===== src/rtl/uart_pkg.sv =====
// Shared UART definitions: frame geometry, default baud divisor, FSM encoding.
package uart_pkg;

  localparam int DATA_BITS        = 8;
  localparam int DEF_CLKS_PER_BIT = 434;  // 50 MHz / 115200 baud

  typedef enum logic [2:0] {
    ST_IDLE  = 3'd0,
    ST_START = 3'd1,
    ST_DATA  = 3'd2,
    ST_STOP  = 3'd3,
    ST_DONE  = 3'd4
  } state_t;

endpackage


===== src/rtl/uart_tx_8n1_if.sv =====
// Byte-level handshake between the upstream test stage and the UART transmitter.
interface uart_tx_8n1_if;

  logic       i_tx_dv;
  logic [7:0] i_tx_byte;
  logic       o_tx_serial;
  logic       o_tx_active;
  logic       o_tx_done;

  // upstream stage: raises a request, watches done
  modport master (
    output i_tx_dv, i_tx_byte,
    input  o_tx_serial, o_tx_active, o_tx_done
  );

  // transmitter side
  modport slave (
    input  i_tx_dv, i_tx_byte,
    output o_tx_serial, o_tx_active, o_tx_done
  );

endinterface


===== src/rtl/uart_baud_tick.sv =====
// Bit-period counter: counts 0..CLKS_PER_BIT-1 while enabled, ticks on the last count.
module uart_baud_tick #(
  parameter int CLKS_PER_BIT = uart_pkg::DEF_CLKS_PER_BIT,
  parameter int CNT_W        = 16
) (
  input  logic clk,
  input  logic reset,
  input  logic en,
  input  logic clr,
  output logic tick
);

  logic [CNT_W-1:0] cnt;

  assign tick = en && (cnt == CNT_W'(CLKS_PER_BIT - 1));

  // wrap on each bit boundary; clear takes priority so the count is 0 outside a frame
  always_ff @(posedge clk or negedge reset) begin
    if (!reset)    cnt <= '0;
    else if (clr)  cnt <= '0;
    else if (en)   cnt <= tick ? '0 : cnt + 1'b1;
  end

endmodule


===== src/rtl/uart_tx_8n1.sv =====
// 8N1 UART transmitter: start bit, 8 data bits LSB first, stop bit; registered outputs.
module uart_tx_8n1
  import uart_pkg::*;
#(
  parameter int CLKS_PER_BIT = DEF_CLKS_PER_BIT,
  parameter int CNT_W        = 16
) (
  input  logic           clk,
  input  logic           reset,
  uart_tx_8n1_if.slave   bus
);

  state_t     state_q, state_d;
  logic [2:0] bit_q, bit_d;
  logic [7:0] shreg_q, shreg_d;
  logic       dv_q;
  logic       serial_q, serial_d;
  logic       active_q, active_d;
  logic       done_q, done_d;
  logic       baud_en, tick;

  // counter only runs while a bit is on the line
  assign baud_en = (state_q == ST_START) || (state_q == ST_DATA) || (state_q == ST_STOP);

  uart_baud_tick #(
    .CLKS_PER_BIT (CLKS_PER_BIT),
    .CNT_W        (CNT_W)
  ) u_baud (
    .clk   (clk),
    .reset (reset),
    .en    (baud_en),
    .clr   (!baud_en),
    .tick  (tick)
  );

  // next state plus next-cycle line values; outputs are taken from the next state so they
  // flip exactly on the bit boundary and never glitch
  always_comb begin
    state_d  = state_q;
    bit_d    = bit_q;
    shreg_d  = shreg_q;
    case (state_q)
      ST_IDLE: begin
        bit_d = '0;
        // rising edge only: a level held since reset or across DONE does not retrigger
        if (bus.i_tx_dv && !dv_q) begin
          state_d = ST_START;
          shreg_d = bus.i_tx_byte;
        end
      end
      ST_START: begin
        bit_d = '0;
        if (tick) state_d = ST_DATA;
      end
      ST_DATA: begin
        if (tick) begin
          if (bit_q == 3'(DATA_BITS - 1)) state_d = ST_STOP;
          else                            bit_d   = bit_q + 1'b1;
        end
      end
      ST_STOP: if (tick) state_d = ST_DONE;
      ST_DONE: state_d = ST_IDLE;
      default: state_d = ST_IDLE;
    endcase

    serial_d = 1'b1;
    active_d = 1'b0;
    done_d   = 1'b0;
    case (state_d)
      ST_START: begin serial_d = 1'b0;           active_d = 1'b1; end
      ST_DATA:  begin serial_d = shreg_d[bit_d]; active_d = 1'b1; end
      ST_STOP:  active_d = 1'b1;
      ST_DONE:  done_d   = 1'b1;
      default:  ;
    endcase
  end

  // state, datapath and registered outputs; reset drops the line back to idle immediately
  always_ff @(posedge clk or negedge reset) begin
    if (!reset) begin
      state_q  <= ST_IDLE;
      bit_q    <= '0;
      shreg_q  <= '0;
      dv_q     <= 1'b1;
      serial_q <= 1'b1;
      active_q <= 1'b0;
      done_q   <= 1'b0;
    end else begin
      state_q  <= state_d;
      bit_q    <= bit_d;
      shreg_q  <= shreg_d;
      dv_q     <= bus.i_tx_dv;
      serial_q <= serial_d;
      active_q <= active_d;
      done_q   <= done_d;
    end
  end

  assign bus.o_tx_serial = serial_q;
  assign bus.o_tx_active = active_q;
  assign bus.o_tx_done   = done_q;

endmodule


===== src/flat_wrapper.sv =====
// flat-port wrapper written by rule: the top's interface ports become plain ports
module uart_tx_8n1_flat import uart_pkg::*;
#(
  parameter int CLKS_PER_BIT = DEF_CLKS_PER_BIT,
  parameter int CNT_W        = 16
)
  (clk, reset, bus_i_tx_dv, bus_i_tx_byte, bus_o_tx_serial, bus_o_tx_active, bus_o_tx_done);
  uart_tx_8n1_if bus_i ();
  input  logic clk;
  input  logic reset;
  input wire logic [$bits(bus_i.i_tx_dv)-1:0] bus_i_tx_dv;
  input wire logic [$bits(bus_i.i_tx_byte)-1:0] bus_i_tx_byte;
  output wire logic [$bits(bus_i.o_tx_serial)-1:0] bus_o_tx_serial;
  output wire logic [$bits(bus_i.o_tx_active)-1:0] bus_o_tx_active;
  output wire logic [$bits(bus_i.o_tx_done)-1:0] bus_o_tx_done;
  assign bus_i.i_tx_dv = bus_i_tx_dv;
  assign bus_i.i_tx_byte = bus_i_tx_byte;
  assign bus_o_tx_serial = bus_i.o_tx_serial;
  assign bus_o_tx_active = bus_i.o_tx_active;
  assign bus_o_tx_done = bus_i.o_tx_done;
  uart_tx_8n1 #(.CLKS_PER_BIT(CLKS_PER_BIT), .CNT_W(CNT_W)) u_core (.clk(clk), .reset(reset), .bus(bus_i));
endmodule

===== config.mk =====
export PLATFORM = sky130hd
export DESIGN_NAME = uart_tx_8n1_flat
export DESIGN_NICKNAME = d
export VERILOG_FILES = /design/src/rtl/uart_pkg.sv /design/src/rtl/uart_tx_8n1_if.sv /design/src/rtl/uart_baud_tick.sv /design/src/rtl/uart_tx_8n1.sv /design/src/flat_wrapper.sv
export SDC_FILE = /design/constraint.sdc
export NUM_CORES = 1
export LEC_CHECK = 0
export CAP_MARGIN = 20
export CORE_AREA = 4 4 53 74
export CTS_CLUSTER_SIZE = 24
export DETAILED_ROUTE_END_ITERATION = 8
export DIE_AREA = 0 0 57 78
export GPL_TIMING_DRIVEN = 0
export PLACE_DENSITY = 0.86
export SKIP_CTS_REPAIR_TIMING = 1
export SYNTH_ARGS = -nofsm -noshare
export SYNTH_HDL_FRONTEND = slang
export SYNTH_HIERARCHICAL = 1
export SYNTH_SLANG_ARGS = --single-unit

===== constraint.sdc =====
create_clock -name clk -period 4.1 [get_ports clk]
set_input_delay 1.23 -clock clk [delete_from_list [all_inputs] [get_ports clk]]
set_output_delay 1.23 -clock clk [all_outputs]
set_load 0.005 [all_outputs]

==> results of run 1 <==
metrics by stage:
stage	cell area (um^2)	util	hold WS (ns)
3_3_place_gp	1982	0.5977	0.4760
6_report	2068	0.6238	0.4969
5_1_grt	2068	0.6238	0.5062
2_1_floorplan	1802	-	0.4660
4_1_cts	2068	0.6238	0.4963
3_5_place_dp	1977	0.5962	0.4815
sequential cells by signal, summed over array words and instances (netlist names):
register / count
u_core/u_baud/cnt: 16
u_core/bus.o_tx_active: 1
u_core/shreg_q: 8
u_core/dv_q: 1
u_core/bus.o_tx_serial: 1
u_core/state_q: 3
u_core/bit_q: 3
u_core/bus.o_tx_done: 1
logic make-up (layout without fill, tap and decap cells):
| group | count (synthesis) | in the layout |
|---|---|---|
| adder cells (fa/ha/maj) | 3 | 3 |
| AND/OR/NAND/NOR | 77 | 77 |
| flip-flops | 34 | 34 |
| buffers and inverters | 17 | 38 |
| multiplexers | 11 | 11 |
| AO/OA/AOI/OAI | 21 | 21 |
| XOR/XNOR | 12 | 12 |
placed cells by master, fill, tap and decap left out, drive strengths merged, types with 3 or more instances in the layout:
| cell type | count |
|---|---|
| clkbuf | 10 |
| ha | 3 |
| buf | 5 |
| nor3 | 4 |
| mux2 | 9 |
| nor4 | 3 |
| nand3 | 3 |
| xnor2 | 8 |
| nand4 | 6 |
| xor2 | 4 |
| clkdlybuf4s50 | 12 |
| nor4b | 3 |
| nor2 | 27 |
| dfrtp | 32 |
| nand3b | 3 |
| inv | 10 |
| nand2 | 17 |
| a31oi | 3 |
critical path, stage by stage (launching register included):
cell and delay (ns):
dfrtp_1 0.37, clkbuf_1 0.36, nor2_1 0.07, nor2_1 0.16, buf_6 0.16, nor4b_1 0.23
nand4b_1 0.30, inv_1 0.23, nand4_1 0.17, mux2_2 0.34, inv_1 0.12, mux2_2 0.35
a311o_1 0.35, o31a_1 0.30
worst max path at each step:
stage               depth (start not counted)                      to               from
finish                                     13  u_core/bus.o_tx_serial  u_core/state_q[1]
global route                               13  u_core/bus.o_tx_serial  u_core/state_q[1]
CTS                                        13  u_core/bus.o_tx_serial  u_core/state_q[1]
detailed placement                          8  u_core/bus.o_tx_serial        bus_i_tx_dv
global placement                            8  u_core/bus.o_tx_serial        bus_i_tx_dv
floorplan                                   7  u_core/bus.o_tx_serial        bus_i_tx_dv
power groups by stage:
stage	combinational (mW)	clock (mW)	sequential (mW)
floorplan	0.127	0	0.424
global placement	0.168	0	0.431
detailed placement	0.173	0	0.434
CTS	0.174	0.257	0.429
global route	0.198	0.275	0.434
finish	0.173	0.248	0.430
final cells by class:
cell class / instances / share of cell area
Sequential cell: 34 / 0.4126
Tap cell: 40 / 0.02420
Buffer: 7 / 0.02601
Clock buffer: 7 / 0.04174
Timing Repair Buffer: 13 / 0.06050
Inverter: 10 / 0.01815
Clock inverter: 1 / 0.002420
Multi-Input combinational cell: 124 / 0.4144
layer usage:
layer | wire length, um | global-route usage | vias to the layer above
met5 | 0 | 0 | -
met4 | 97 | 0.09745 | 0
met3 | 137 | 0.03661 | 8
met2 | 1866 | 0.3181 | 25
met1 | 1392 | 0.2095 | 659
li1 | - | - | 654
==> impl_metrics.csv, run 1 <==
group,metric,value,unit
logic_synthesis,ys_top_cells_by_count,"32 x dfrtp_1, 26 x nor2_1, 17 x nand2_1, 10 x inv_1, 8 x xnor2_1",
drt,via_per_inst,5.703,
logic_synthesis,synth_mux_area_frac,0.08056,
timing,period_share,0.8772,
placed_design,gp_congestion,0.8012,
logic_synthesis,ys.flop_type,"dfrtp_1",
clock_network,clk_root_buffer_cell,"clkbuf_8",
power_and_ir_drop,combPwrFrac,0.203,
floorplan,io_pins,14,
drt,ant_nets,0,
logic_synthesis,synth_simple_gate_area_share,0.2292,
placed_design,place_hpwl,2534,um
drt,drc_errors,0,
logic_synthesis,yosysMostFrequentCell,"dfrtp_1",
placed_design,port_buffers,13,
placed_design,dp_cells,228,
logic_synthesis,seq_area_frac_synth,0.4736,
timing,min_period,3.596,ns
drt,first_iter_violations,81,
floorplan,die_h,78,um
logic_synthesis,synth_edf_count,0,
clock_network,clk_latency,0.29,ns
min_path,worstHoldEndpoint,"u_core/shreg_q[7]",
floorplan,start_util,0.5434,
critical_path,endpoint_kind,"register",
final_layout,area_growth,14.79,%
critical_path,worstRegToRegCells,13,
power_and_ir_drop,intPower,0.6146,mW
clock_network,cts_sinks,34,
drt,num_vias,1346,
grt,grt_pass1_vias,1404,
grt,grt-ovfl-total,0,
logic_synthesis,synth_warnings,6,
logic_synthesis,synth-compound-area-share,0.08681,
drt,wl_per_cell,14.81,um
power_and_ir_drop,finalPower,0.8509,mW
min_path,hp-class,"register to register",
timing,worst_slack,0.5035,ns
final_layout,layout-drive-gt1-share,0.1480,
final_layout,antennaDiodeCount,0,
logic_synthesis,synth_seq_cells,34,
timing,slew_headroom,0.5138,
critical_path,rr_startpoint,"u_core/state_q[1]",
logic_synthesis,syn_area_per_cell,10.30,um^2
final_layout,nFillCells,293,
drt,dr.pass1.iters,5,
power_and_ir_drop,seq_power_share,0.505,
logic_synthesis,syn_nets,189,
power_and_ir_drop,pwr-share-clk,0.292,
logic_synthesis,synthArstFlopShare,1.000,
critical_path,reg2reg_to,"u_core/bus.o_tx_serial",
power_and_ir_drop,p_switching,0.2363,mW
floorplan,die-area,4446,um^2
logic_synthesis,synth-adder-area-share,0.02083,
power_and_ir_drop,ir_worst_vdd,0.2635,mV
floorplan,die_w,57,um
grt,track_usage,0.1843,
logic_synthesis,synth_top_area_frac,0.4444,
flow_run,maxCapViolCount,0,
logic_synthesis,synthCells,175,
placed_design,post-place-ws,0.3016,ns
grt,grt_first_pass_wirelength,6327,um
critical_path,crit_path_max_fanout,10,
timing,fmax,278.1,MHz
drt,routed_wl,3494,um
critical_path,start_kind,"register",
clock_network,cts_buffer_depth,2,
timing,setup_violations,0,
final_layout,register_area,853.3,um^2
timing,setup_tns,0,ns
grt,grt_max_degree,35,
clock_network,cts_tree,"built",
timing,final.setup_skew,0.007613,ns
timing,worst_slew_pin_slew,0.7293,ns
timing,drv_slew,0,
logic_synthesis,synth_top_cell_by_area,"dfrtp_1",
min_path,whs_path_depth,1,
logic_synthesis,synth_top_family_by_area,"simple AND/OR/NAND/NOR gates",
clock_network,cts_max_level,2,
min_path,min_from,"u_core/shreg_q[7]",
critical_path,path_class,"register to register",
run_status,status,"complete, no violations",
logic_synthesis,synth_cell_types,48,
floorplan,fp.coreArea,3316,um^2
logic_synthesis,synthesis.area,1802,um^2
logic_synthesis,yosys-top-cells-area,"dfrtp_1 44%, nor2_1 5.4%, mux2_2 4.4%",
critical_path,crit_required,4.31,ns
logic_synthesis,synth_xor_area_frac,0.05833,
grt,antenna_found_initial,0,
critical_path,reg2reg_slack,0.50,ns
power_and_ir_drop,pwr_density_cell,411.4,nW/um^2
clock_network,clk_pin_slew,0.07,ns
power_and_ir_drop,switching_share,0.2777,
critical_path,arrival,3.81,ns
clock_network,cts-buffers-inserted,5,
power_and_ir_drop,leakagePower,0.8845,nW
final_layout,fin_nets,209,
final_layout,multi_input_comb_area,857.1,um^2
timing,hold_violations,0,
timing,rsz0062_at_grt,"no",
final_layout,final_cells,236,
floorplan,fp-row-count,25,
Power figures use the tool's default switching activity.
==> run 2: changes to the inputs <==
--- a/config.mk
+++ b/config.mk
@@ -11,6 +11,7 @@
 export DETAILED_ROUTE_END_ITERATION = 8
 export DIE_AREA = 0 0 57 78
 export GPL_TIMING_DRIVEN = 0
+export HOLD_SLACK_MARGIN = 0.05
 export PLACE_DENSITY = 0.86
 export SKIP_CTS_REPAIR_TIMING = 1
 export SYNTH_ARGS = -nofsm -noshare
==> results of run 2 <==
Same layout as run 1: the final DEF is identical, and so are final timing and power.
==> run 3: changes to the inputs <==
==> constraint.sdc (replaced) <==
create_clock -name clk -period 3.42 [get_ports clk]
set_input_delay 1.026 -clock clk [delete_from_list [all_inputs] [get_ports clk]]
set_output_delay 1.026 -clock clk [all_outputs]
set_load 0.005 [all_outputs]
==> run 3 against run 2 <==
  * Critical path depth down 5
  * Wire length about the same
  * First-iteration DRC count grew 7.4%
  * Clock skew is 0.00064 ns higher
  * Die area is the same
  * Global-route usage unchanged
  * Hold slack about the same
  * Via count is 1.8% higher
  * Critical path type is now input port to register
  * Highest routed layer unchanged
==> impl_metrics.csv, run 3 (synthesis results as in run 1) <==
group,metric,value,unit
timing,min_period,3.319,ns
power_and_ir_drop,ir_worst_vdd,0.3159,mV
final_layout,largest_register,"u_core/u_baud/cnt",
clock_network,cts_buffer_depth,2,
floorplan,start_util,0.5434,
clock_network,cts_tree,"built",
grt,grt_pass1_vias,1404,
timing,fmax,301.3,MHz
clock_network,cts-buffers-inserted,5,
min_path,min_from,"u_core/shreg_q[7]",
final_layout,final_area,2088,um^2
critical_path,critPathCapture,"u_core/bus.o_tx_serial",
critical_path,reg2reg_to,"u_core/bus.o_tx_serial",
drt,drc_errors,0,
final_layout,reg_top3,"u_core/u_baud/cnt (16), u_core/shreg_q (8)",
placed_design,port_buffers,13,
timing,period_share,0.9705,
drt,dr.pass1.iters,5,
placed_design,place_hpwl,2534,um
critical_path,rr_startpoint,"u_core/state_q[1]",
drt,wl_per_cell,14.75,um
placed_design,post-place-ws,-0.1744,ns
critical_path,start_kind,"input port",
final_layout,nFillCells,287,
final_layout,multi_input_comb_area,865.8,um^2
min_path,whs_path_depth,1,
critical_path,crit_required,3.63,ns
critical_path,worstSetupStartpoint,"bus_i_tx_dv",
clock_network,clk_latency,0.29,ns
final_layout,final_common_cell,"dfrtp_1",
drt,highest_layer,"met4",
power_and_ir_drop,finalPower,1.022,mW
floorplan,fp.coreArea,3316,um^2
flow_run,maxCapViolCount,0,
power_and_ir_drop,pwr_density_cell,489.3,nW/um^2
timing,hold_violations,0,
critical_path,worstRegToRegCells,13,
floorplan,io_pins,14,
critical_path,arrival,3.53,ns
drt,num_vias,1370,
clock_network,cts_max_level,2,
grt,grt_first_pass_wirelength,6327,um
floorplan,fp-row-count,25,
timing,drv_slew,0,
drt,via_per_inst,5.781,
critical_path,reg2reg_slack,0.30,ns
timing,whs,0.4969,ns
drt,wirelength_met1,1379,um
grt,grt_max_degree,35,
final_layout,register_area,853.3,um^2
final_layout,mostFrequentLayoutCells,"32 x dfrtp_1, 25 x nor2_1, 17 x nand2_1",
critical_path,crit_path_max_fanout,10,
floorplan,die-area,4446,um^2
drt,first_iter_violations,87,
drt,wl_met2,1879,um
timing,rsz0062_at_grt,"no",
timing,setup_violations,0,
timing,final.setup_skew,0.008255,ns
clock_network,cts_sinks,34,
placed_design,placed_cell_area,1977,um^2
placed_design,gp_congestion,0.8012,
final_layout,fin_nets,210,
drt,wl_met3,140,um
timing,slew_headroom,0.5116,
clock_network,clk_pin_slew,0.06,ns
final_layout,antennaDiodeCount,0,
floorplan,die_h,78,um
final_layout,largest_reg_flops,16,
grt,antenna_found_initial,0,
timing,worst_slew_pin_slew,0.7327,ns
critical_path,path_class,"input port to register",
drt,ant_nets,0,
drt,routed_wl,3496,um
final_layout,layout-drive-gt1-share,0.1726,
timing,worst_slack,0.1009,ns
grt,grt-ovfl-total,0,
min_path,hp-class,"register to register",
floorplan,die_w,57,um
final_layout,area_growth,15.90,%
clock_network,clk_root_buffer_cell,"clkbuf_8",
critical_path,endpoint_kind,"register",
run_status,status,"complete, no violations",
grt,track_usage,0.1843,
power_and_ir_drop,leakagePower,0.8934,nW
run 3: worst min-delay path by stage:
stage,end
after global placement,u_core/shreg_q[7]
final,u_core/shreg_q[7]
after global routing,u_core/shreg_q[7]
after detailed placement,u_core/shreg_q[7]
after floorplan,u_core/shreg_q[6]
after CTS,u_core/shreg_q[7]
run 3: area by class of cell:
type / count / share of cell area
plain buffers: 7 / 0.02756
clock buffers: 7 / 0.04134
clock inverters: 1 / 0.002397
inverters: 10 / 0.01797
multi-input cells: 124 / 0.4146
flip-flops and latches: 34 / 0.4086
well taps: 40 / 0.02397
repair buffers: 14 / 0.06351
run 3: critical path: stages:
cell,delay [ns]
clkdlybuf4s50_1,0.48
or4b_4,0.50
nor2_4,0.13
buf_8,0.15
mux2_4,0.32
mux2_2,0.27
a311o_1,0.35
o31a_1,0.30
run 3: per-stage QoR:
stage	utilization	std cells	TNS (ns)
2_1_floorplan	-	175	0
6_report	0.6298	237	0
3_5_place_dp	0.5962	228	-0.1744
5_1_grt	0.6298	237	0
3_3_place_gp	0.5977	228	-0.1548
4_1_cts	0.6238	236	-0.1513
run 3: layer usage:
| metal | global-route usage | up-vias |
|---|---|---|
| met2 | 0.3181 | 24 |
| li1 | - | 656 |
| met3 | 0.03661 | 8 |
| met4 | 0.09745 | 0 |
| met1 | 0.2095 | 682 |
| met5 | 0 | - |
run 3: report_power, final:
part | internal (mW) | switching (mW) | total (mW)
Sequential | 0.464 | 0.0521 | 0.516
Clock | 0.162 | 0.136 | 0.298
Combinational | 0.112 | 0.0960 | 0.208
Total | 0.738 | 0.284 | 1.02
